==> src/rtl/onehot_pulse_decoder_if.sv <==
// Handshake and strobe bundle for the one-hot pulse decoder.
// The decoder owns the slave side; the code source and strobe consumer use master.
interface onehot_pulse_decoder_if #(
    parameter int W = 3
);
    localparam int N = 2 ** W;

    logic         en;
    logic         in_valid;
    logic [W-1:0] in_code;
    logic         in_ready;
    logic [N-1:0] y;
    logic         busy;
    logic         done;
    logic [W-1:0] last_code;

    modport master (
        output en,
        output in_valid,
        output in_code,
        input  in_ready,
        input  y,
        input  busy,
        input  done,
        input  last_code
    );

    modport slave (
        input  en,
        input  in_valid,
        input  in_code,
        output in_ready,
        output y,
        output busy,
        output done,
        output last_code
    );
endinterface

==> src/rtl/onehot_pulse_decoder.sv <==
// Sequential W:2**W decoder: each accepted code becomes a PULSE_LEN-cycle one-hot
// strobe on y, followed by GAP_LEN idle cycles before the next code is taken.
module onehot_pulse_decoder #(
    parameter int W         = 3,
    parameter int PULSE_LEN = 4,
    parameter int GAP_LEN   = 1
) (
    input  logic                   clk,
    input  logic                   rst_n,
    onehot_pulse_decoder_if.slave  bus,
    output logic [1:0]             o_dbg_state
);
    localparam int N = 2 ** W;

    typedef enum logic [1:0] {
        ST_IDLE   = 2'd0,
        ST_ACTIVE = 2'd1,
        ST_GAP    = 2'd2
    } state_t;

    state_t       r_state;
    logic [7:0]   r_cnt;
    logic [N-1:0] r_y;
    logic         r_busy;
    logic         r_done;
    logic [W-1:0] r_last_code;

    state_t       w_state_nx;
    logic [7:0]   w_cnt_nx;
    logic [N-1:0] w_y_nx;
    logic         w_done_nx;
    logic [W-1:0] w_last_code_nx;
    logic         w_in_ready;
    logic         w_accept;

    // Handshake: a code transfers on a rising edge where in_valid and in_ready are
    // both 1; in_ready is combinational and never depends on in_valid.
    assign w_in_ready = rst_n & bus.en & (r_state == ST_IDLE);
    assign w_accept   = w_in_ready & bus.in_valid;

    always_comb begin
        w_state_nx     = r_state;
        w_cnt_nx       = r_cnt;
        w_y_nx         = r_y;
        w_done_nx      = 1'b0;
        w_last_code_nx = r_last_code;

        if (!bus.en) begin
            w_state_nx = ST_IDLE;
            w_cnt_nx   = 8'd0;
            w_y_nx     = '0;
        end else begin
            case (r_state)
                ST_IDLE: begin
                    if (w_accept) begin
                        w_state_nx     = ST_ACTIVE;
                        w_y_nx         = N'(1) << bus.in_code;
                        w_last_code_nx = bus.in_code;
                        w_cnt_nx       = 8'(PULSE_LEN - 1);
                    end
                end
                ST_ACTIVE: begin
                    if (r_cnt == 8'd0) begin
                        w_y_nx    = '0;
                        w_done_nx = 1'b1;
                        if (GAP_LEN > 0) begin
                            w_state_nx = ST_GAP;
                            w_cnt_nx   = 8'(GAP_LEN - 1);
                        end else begin
                            w_state_nx = ST_IDLE;
                            w_cnt_nx   = 8'd0;
                        end
                    end else begin
                        w_cnt_nx = r_cnt - 8'd1;
                    end
                end
                ST_GAP: begin
                    w_y_nx = '0;
                    if (r_cnt == 8'd0) begin
                        w_state_nx = ST_IDLE;
                    end else begin
                        w_cnt_nx = r_cnt - 8'd1;
                    end
                end
                default: begin
                    w_state_nx = ST_IDLE;
                    w_cnt_nx   = 8'd0;
                    w_y_nx     = '0;
                end
            endcase
        end
    end

    always_ff @(posedge clk or negedge rst_n) begin
        if (!rst_n) begin
            r_state     <= ST_IDLE;
            r_cnt       <= 8'd0;
            r_y         <= '0;
            r_busy      <= 1'b0;
            r_done      <= 1'b0;
            r_last_code <= '0;
        end else begin
            r_state     <= w_state_nx;
            r_cnt       <= w_cnt_nx;
            r_y         <= w_y_nx;
            r_busy      <= (w_state_nx != ST_IDLE);
            r_done      <= w_done_nx;
            r_last_code <= w_last_code_nx;
        end
    end

    assign bus.in_ready  = w_in_ready;
    assign bus.y         = r_y;
    assign bus.busy      = r_busy;
    assign bus.done      = r_done;
    assign bus.last_code = r_last_code;
    assign o_dbg_state   = r_state;
endmodule

==> src/flat_wrapper.sv <==
// flat-port wrapper written by rule: the top's interface ports become plain ports
module onehot_pulse_decoder_flat 
#(
    parameter int W         = 3,
    parameter int PULSE_LEN = 4,
    parameter int GAP_LEN   = 1
)
  (clk, rst_n, o_dbg_state, bus_en, bus_in_valid, bus_in_code, bus_in_ready, bus_y, bus_busy, bus_done, bus_last_code);
  onehot_pulse_decoder_if #(.W(W)) bus_i ();
  input  logic clk;
  input  logic rst_n;
  output logic [1:0] o_dbg_state;
  input wire logic [$bits(bus_i.en)-1:0] bus_en;
  input wire logic [$bits(bus_i.in_valid)-1:0] bus_in_valid;
  input wire logic [$bits(bus_i.in_code)-1:0] bus_in_code;
  output wire logic [$bits(bus_i.in_ready)-1:0] bus_in_ready;
  output wire logic [$bits(bus_i.y)-1:0] bus_y;
  output wire logic [$bits(bus_i.busy)-1:0] bus_busy;
  output wire logic [$bits(bus_i.done)-1:0] bus_done;
  output wire logic [$bits(bus_i.last_code)-1:0] bus_last_code;
  assign bus_i.en = bus_en;
  assign bus_i.in_valid = bus_in_valid;
  assign bus_i.in_code = bus_in_code;
  assign bus_in_ready = bus_i.in_ready;
  assign bus_y = bus_i.y;
  assign bus_busy = bus_i.busy;
  assign bus_done = bus_i.done;
  assign bus_last_code = bus_i.last_code;
  onehot_pulse_decoder #(.W(W), .PULSE_LEN(PULSE_LEN), .GAP_LEN(GAP_LEN)) u_core (.clk(clk), .rst_n(rst_n), .bus(bus_i), .o_dbg_state(o_dbg_state));
endmodule
==> config.mk <==
export PLATFORM = sky130hd
export DESIGN_NAME = onehot_pulse_decoder_flat
export DESIGN_NICKNAME = d
export VERILOG_FILES = /design/src/rtl/onehot_pulse_decoder_if.sv /design/src/rtl/onehot_pulse_decoder.sv /design/src/flat_wrapper.sv
export SDC_FILE = /design/constraint.sdc
export NUM_CORES = 1
export LEC_CHECK = 0
export ABC_AREA = 1
export BUFFER_PORTS_ARGS = -buffer_cell sky130_fd_sc_hd__buf_2
export CORE_MARGIN = 1
export CORE_UTILIZATION = 49
export DETAILED_ROUTE_END_ITERATION = 10
export PLACE_DENSITY = 0.74
export SLEW_MARGIN = 20
export SYNTH_ARGS = -nofsm -noshare
export SYNTH_HDL_FRONTEND = slang
export SYNTH_SLANG_ARGS = --single-unit
==> constraint.sdc <==
create_clock -name clk -period 1.5 [get_ports clk]
set_input_delay 0.15 -clock clk [delete_from_list [all_inputs] [get_ports clk]]
set_output_delay 0.15 -clock clk [all_outputs]
set_load 0.02 [all_outputs]
# After elaboration in Yosys (flattened, before gate mapping)
# Cells that the tools add are included.
[word_totals] latchBits=0 mem_bits_rw=0 regBits=23 word_cells=39 memories=0 rom_bits=0
[op_classes] n_div=0 reduce_logical=6 magnitude_cmp=0 multipliers=0 n_eq_ne=5 n_mux=17 shifts=1 addsub=1 bitwise_logic=3
[op_table] op="two-way mux 8 bit" count=7
[op_table] op="case mux 8 bit (3 select lines)" count=1
[op_table] op="case mux 8 bit (2 select lines)" count=1
[op_table] op="zero test 8 bit" count=1
[op_table] op="two-way mux 2 bit" count=4
[op_table] op="left shift 1 x 3 -> 8 bit, first input constant" count=1
[op_table] op="subtractor 8 x 1 -> 8 bit, second input constant" count=1
[op_table] op="!= test 3 x 2 -> 1 bit, second input constant" count=2
[op_table] op="case mux 2 bit (3 select lines)" count=1
[op_table] op="AND reduction 2 bit" count=2
[op_table] op="AND 1 bit" count=3
[op_table] op="two-way mux 1 bit" count=3
[op_table] op="!= test 3 bit, second input constant" count=1
[op_table] op="AND reduction 3 bit" count=1
[op_table] op="equality test 2 x 1 -> 1 bit, second input constant" count=1
[op_table] op="equality test 2 bit, second input constant" count=1
[op_table] op="zero test 2 bit" count=1
[op_table] op="nonzero test 2 bit" count=1

# Longest topological paths before layout
# Gate-level depths: netlist of run 1.
[depth] ltp_word=7 mapped_depth=10

# Worst setup path after synthesis of run 1
# OpenSTA, ideal clock, no wires.
[synth_path] path_type="register -> register" from="register u_core.r_cnt[0]" to="register u_core.r_y[5], in the netlist u_core.bus.y[5]" setup_time_ns=0.118 arrival_ns=1.298 synth_period_minus_slack_ns=1.416 setup_slack_ns=0.084 n_path_buf=1 stages_incl_launch_ff=11 cell_sequence="dfrtp_1 > inv_1 > ha_1 > inv_1 > nor2_2 > nand2_2 > nand2_4 > nand2_8 > buf_12 > nand2_2 > o21ai_2"
[synth_via] elab_chain_cells=3
[synth_lines] element="start, declared" line_no="onehot_pulse_decoder.sv:22" text="logic [7:0] r_cnt;"
[synth_lines] element="start signal, assigned" line_no="onehot_pulse_decoder.sv:104" text="r_cnt <= w_cnt_nx;"
[synth_lines] element="zero test 8 bit" line_no="onehot_pulse_decoder.sv:63" text="if (r_cnt == 8'd0) begin"
[synth_lines] element="!= test 3 x 2 -> 1 bit (no line)"
[synth_lines] element="AND reduction 2 bit (no line)"
[synth_lines] element="end signal, assigned" line_no="onehot_pulse_decoder.sv:105" text="r_y <= w_y_nx;"
[synth_lines] element="end, declared" line_no="onehot_pulse_decoder.sv:23" text="logic [N-1:0] r_y;"
# No other way between the ends.
# A chain may end at the register's enable or synchronous reset.

# Worst setup path after layout of run 1
[layout_path] from="register u_core.r_state[0], in the netlist u_core.o_dbg_state[0]" to="output port bus_in_ready"
[layout_via] elab_chain_cells=2
[layout_lines] element="start, declared" line_no="onehot_pulse_decoder.sv:21" text="state_t r_state;"
[layout_lines] element="start signal, assigned" line_no="onehot_pulse_decoder.sv:103" text="r_state <= w_state_nx;"
[layout_lines] element="zero test 2 bit" line_no="onehot_pulse_decoder.sv:38" text="assign w_in_ready = rst_n & bus.en & (r_state == ST_IDLE);"
[layout_lines] element="AND 1 bit" line_no="onehot_pulse_decoder.sv:38"
[layout_lines] element="end, declared" line_no="flat_wrapper.sv:16" text="output wire logic [$bits(bus_i.in_ready)-1:0] bus_in_ready;"
# No other way between the ends.

==> impl_metrics.env, run 1 <==
export IMPL_worstSetupStartpointType="flop"
export IMPL_finalCritPeriodShare=0.941
export IMPL_ys_ff_latch=23
export IMPL_numPortBuffers=22
export IMPL_worst_clock_skew_ps=4.25
export IMPL_met3_usage=0.0417
export IMPL_avgSynthCellArea_um2=8.27
export IMPL_routed_wl_mm=2.67
export IMPL_cts_htree_levels=1
export IMPL_path_class="flop to output port"
export IMPL_cts_sinks=23
export IMPL_tns_ps=0
export IMPL_p_per_area_nw_per_um2=1400
export IMPL_crit_buf_inv=2
export IMPL_cp_required_ps=1350
export IMPL_rows=18
export IMPL_grt_pass1_vias=1016
export IMPL_grt_overflow=0
export IMPL_max_slew_worst_pin_slew_ps=385
export IMPL_wire_per_inst_um=12.0
export IMPL_synthToLayoutAreaGrowth_pct=17.2
export IMPL_grt_pass1_wl_mm=4.34
export IMPL_grt_use_met2=0.350
export IMPL_dr_pass1_iters=4
export IMPL_viasPerCell=5.07
export IMPL_track_usage=0.206
export IMPL_drt_iter0_markers=20
export IMPL_finalHoldViolCount=0
export IMPL_vias=1125
export IMPL_top_usage_layer="met2"
export IMPL_crit_path_top_delay_cell="dfrtp_1"
export IMPL_ios=23
export IMPL_grt_antenna_before_repair=0
export IMPL_fin_crit_ps=1410
export IMPL_chipHeight_um=54.4
export IMPL_clockRootBuffer="clkbuf_4"
export IMPL_yosysSeqAreaShare=0.427
export IMPL_gp_congestion=0.837
export IMPL_relSlewSlack=0.742
export IMPL_max_stage_delay_ps=450
export IMPL_place_ws_ps=53.5
export IMPL_ir_worst_vdd_v=0.000929
export IMPL_initial_core_util=0.529
export IMPL_slew_violations=0
export IMPL_die_x_um=54.4
export IMPL_clkLatencyLatePin_ps=310
export IMPL_ys_types=20
export IMPL_cts_tree="built"
export IMPL_p_leak_nw=0.876
export IMPL_final_cell_mix="nand2_1 (39), inv_1 (26), dfrtp_1 (23)"
export IMPL_cap_viol_max_count=0
export IMPL_syn_num_nets=172
export IMPL_cts_made_buffers=3
export IMPL_path_delay_family="flip-flops"
export IMPL_drtAntennaViolNets=0
export IMPL_cts_buffer_depth=2
export IMPL_crit_path_cell_trace="nor2_4, inv_2, nor2_1, buf_2"
export IMPL_setup_violations=0
export IMPL_drc_errors=0
export IMPL_path_clk_slew_ps=130
export IMPL_hpwlAfterDp_mm=2.04
export IMPL_final_common_cell="nand2_1"
export IMPL_drive_above_1_share=0.292
export IMPL_setup_slack_ps=88.4
export IMPL_core_um2=2540
export IMPL_fmax_ghz=0.708
export IMPL_antennaDiodeCount=0
export IMPL_crit_fanout=4
export IMPL_finish_net_count=202
export IMPL_yosys_warnings=0
export IMPL_worstPathArrival_ps=1260
export IMPL_die_area_um2=2960
export IMPL_end_kind="output port"
export IMPL_use_met1=0.251
export IMPL_grt_max_degree=24
export IMPL_status="complete, no violations"
export IMPL_netlist_instances=163
export IMPL_worstHoldPathType="input pin to flop"
export IMPL_syn_cell_area_um2=1350
## per-stage QoR
step | cells | util | hold slack [ps] | area (um2) | total power, mW
floorplan | 163 | - | -146 | 1350 | 1.64
global route | 222 | 0.620 | 143 | 1580 | 2.39
global placement | 216 | 0.586 | 174 | 1490 | 1.82
finish | 222 | 0.620 | 122 | 1580 | 2.22
CTS | 221 | 0.600 | 122 | 1530 | 2.14
detailed placement | 216 | 0.586 | 177 | 1490 | 1.85
## final timing paths
path / from / end / slack (ps) / depth (start not counted)
min: bus_en / u_core.r_cnt[2] / 120 / 3
max reg2reg: u_core.r_cnt[1] / u_core.bus.y[3] / 90 / 9
max: u_core.o_dbg_state[0] / bus_in_ready / 90 / 4
min reg2reg: u_core.bus.y[7] / u_core.bus.y[7] / 490 / 2
min in group asynchronous: rst_n / u_core.bus.busy / 370 / 3
max in group asynchronous: rst_n / u_core.bus.last_code[1] / 890 / 3
## layer usage
| layer | vias to the layer above | share of wire |
|---|---|---|
| li1 | 569 | - |
| met1 | 530 | 0.44 |
| met2 | 22 | 0.52 |
| met3 | 4 | 0.033 |
| met4 | 0 | 0.010 |
| met5 | - | 0 |
## cell type report
class | count | area [um2]
clock buffer | 3 | 22.5
clock inverter | 1 | 5.00
fill | 239 | 966
inverter | 28 | 105
multi-input combinational | 111 | 691
sequential | 23 | 576
tap | 30 | 37.5
timing repair buffer | 26 | 143
## kinds of logic after synthesis
family                     Yosys count  synth area share
buffers and inverters               29            0.0929
and+or+nand+nor                     95             0.384
adders and majority gates            2            0.0186
xor gates and xnor gates             1           0.00650
AOI/OAI and AO/OA                   13            0.0706
DFF                                 23             0.427
## state kept, by name, indices dropped and copies added (netlist names)
signal / count
u_core.r_cnt: 8
u_core.bus.y: 8
u_core.o_dbg_state: 2
u_core.bus.last_code: 3
u_core.bus.busy: 1
u_core.bus.done: 1
## worst reg2reg max path: stages, from the launching register on
cell and delay, ps:
dfrtp_1 400, inv_1 100, ha_1 150, inv_1 60
nor2_4 140, nand2_4 100, nand2_8 100, nand2_8 100
nand2_1 100, o21ai_2 50
## synth_stat cells
master	n	share of area
inv_1	26	0.072
nand2_1	39	0.11
nor2_4	3	0.025
dfrtp_1	23	0.43
nand4_1	10	0.046
o21ai_0	5	0.019
nor2_1	17	0.047
nor2_8	1	0.015
nor2_2	1	0.0046
nand3_1	12	0.045
buf_12	1	0.015
nand2_8	2	0.030
nand2_2	4	0.019
nand3b_1	1	0.0056
inv_2	2	0.0056
ha_1	2	0.019
xor2_1	1	0.0065
o21ai_2	8	0.052
nand2_4	2	0.017
nand3_2	3	0.022
## power by group
group / switching (mW) / internal, mW / total, mW
Combinational: 0.746 / 0.372 / 1.12
Sequential: 0.0737 / 0.738 / 0.812
Clock: 0.186 / 0.0995 / 0.286
Total: 1.01 / 1.21 / 2.22
## timing repair
action	in CTS	in global routing
resized for setup	0	7
endpoints found under the setup margin	0	16
hold endpoints to repair	23	0
hold buffers	1	0
setup buffers	0	1
Power figures use the tool's default switching activity.
==> run 2, diff against run 1 <==
--- a/config.mk
+++ b/config.mk
@@ -8,9 +8,10 @@
 export ABC_AREA = 1
 export BUFFER_PORTS_ARGS = -buffer_cell sky130_fd_sc_hd__buf_2
 export CORE_MARGIN = 1
-export CORE_UTILIZATION = 49
+export CORE_UTILIZATION = 52
+export CTS_BUF_LIST = sky130_fd_sc_hd__clkbuf_8
 export DETAILED_ROUTE_END_ITERATION = 10
-export PLACE_DENSITY = 0.74
+export PLACE_DENSITY = 0.78
 export SLEW_MARGIN = 20
 export SYNTH_ARGS = -nofsm -noshare
 export SYNTH_HDL_FRONTEND = slang
==> impl_metrics.env, run 2 (same netlist as run 1, synthesis figures left out) <==
export IMPL_dr_pass1_iters=4
export IMPL_worstSetupStartpointType="flop"
export IMPL_final_util=0.649
export IMPL_rsz0062_at_grt="yes"
export IMPL_hpwlAfterDp_mm=2.07
export IMPL_cts_tree="built"
export IMPL_final_area_um2=1590
export IMPL_core_um2=2450
export IMPL_grt_pass1_wl_mm=4.37
export IMPL_dpl_cell_area_um2=1490
export IMPL_drive_above_1_share=0.302
export IMPL_path_class="flop to flop"
export IMPL_cap_viol_max_count=0
export IMPL_chipHeight_um=52.9
export IMPL_worst_clock_skew_ps=5.58
export IMPL_setup_violations=0
export IMPL_crit_fanout=16
export IMPL_p_per_area_nw_per_um2=1460
export IMPL_final_cell_mix="nand2_1 (38), inv_1 (26), dfrtp_1 (23)"
export IMPL_antennaDiodeCount=0
export IMPL_routed_wl_mm=2.77
export IMPL_placed_cells=216
export IMPL_grt_overflow=0
export IMPL_finalCritPeriodShare=0.939
export IMPL_grt_pass1_vias=1031
export IMPL_clockRootBuffer="clkbuf_8"
export IMPL_fin_crit_ps=1410
export IMPL_cts_made_buffers=3
export IMPL_grt_antenna_before_repair=0
export IMPL_cts_htree_levels=1
export IMPL_drc_errors=0
export IMPL_final_common_cell="nand2_1"
export IMPL_die_x_um=52.9
export IMPL_drt_iter0_markers=20
export IMPL_end_kind="flop"
export IMPL_relSlewSlack=0.783
export IMPL_grt_max_degree=24
export IMPL_initial_core_util=0.549
export IMPL_finalHoldViolCount=0
export IMPL_cts_buffer_depth=2
export IMPL_cts_sinks=23
export IMPL_track_usage=0.217
export IMPL_ios=23
export IMPL_die_area_um2=2800
export IMPL_fin_hold_ws_ps=165
export IMPL_finish_net_count=202
export IMPL_viasPerCell=5.13
export IMPL_status="complete, no violations"
export IMPL_fmax_ghz=0.710
export IMPL_vias=1139
export IMPL_wire_per_inst_um=12.5
export IMPL_numPortBuffers=22
export IMPL_fin_cells=222
export IMPL_gp_congestion=0.841
export IMPL_cp_required_ps=1660
export IMPL_max_slew_worst_pin_slew_ps=322
export IMPL_clkLatencyLatePin_ps=270
export IMPL_ir_worst_vdd_v=0.00114
export IMPL_slew_violations=0
export IMPL_worstPathArrival_ps=1570
export IMPL_worstHoldPathType="input pin to flop"
export IMPL_rows=18
export IMPL_synthToLayoutAreaGrowth_pct=18.2
export IMPL_p_leak_nw=0.887
export IMPL_path_clk_slew_ps=80
export IMPL_drtAntennaViolNets=0
run 2: cell count changes in the layout (fill, tap and decap cells not counted):
cell,before,now
nor2_2,1,2
nor2_1,16,15
clkbuf_8,0,3
nand2_8,3,2
clkbuf_4,3,0
inv_2,2,3
nand2_4,2,3
nand2_1,39,38
clkinv_2,1,0
nand2_2,3,4
run 2: final cells by class:
cell class	instances	area, um2
fill	201	862
multi-input combinational	111	687
sequential	23	576
timing repair buffer	26	143
inverter	28	105
clock buffer	3	41.3
tap	30	37.5
clock inverter	1	3.75
run 2: worst paths after layout:
kind                                  from         endpoint  slack (ps)  cells after the start
max                        u_core.r_cnt[0]  u_core.bus.y[1]          90                      9
min                                 bus_en  u_core.r_cnt[2]         170                      3
max reg2reg                u_core.r_cnt[0]  u_core.bus.y[1]          90                      9
min reg2reg                u_core.bus.y[7]  u_core.bus.y[7]         490                      2
max in group asynchronous            rst_n  u_core.r_cnt[3]         850                      3
min in group asynchronous            rst_n  u_core.bus.busy         410                      3
run 2: stage by stage:
step                setup TNS [ps]  setup slack [ps]  power [mW]
detailed placement               0              47.2        1.86
global placement                 0               116        1.81
finish                           0              92.0        2.32
global route                  -135             -31.5        2.50
floorplan                        0              83.7        1.64
CTS                              0              28.5        2.24
run 2: timing repair:
item                                    4_1_cts  5_1_grt
buffers inserted                              0        1
endpoints found under the hold margin        23        0
hold buffers                                  1        0
endpoints found under the setup margin        0       16
resized for setup                             0        9
run 2: report_power, final:
| group | internal [mW] | total [mW] | switching (mW) |
|---|---|---|---|
| Combinational | 0.372 | 1.12 | 0.750 |
| Clock | 0.183 | 0.380 | 0.197 |
| Sequential | 0.739 | 0.816 | 0.0771 |
| Total | 1.29 | 2.32 | 1.02 |
run 2: critical path, cell delays in order (launching register included):
cell,delay (ps)
dfrtp_1,390
inv_1,80
ha_1,140
inv_1,60
nor2_4,140
nand2_4,100
nand2_4,120
nand2_8,120
nand2_1,100
o21ai_2,50
run 2: layer usage:
metal	part of all wire	track usage	vias to the layer above	routed length (um)
li1	-	-	575	-
met1	0.45	0.260	540	1240
met2	0.51	0.388	20	1420
met3	0.031	0.0431	4	87
met4	0.0090	0.0658	0	25
met5	0	0	-	0
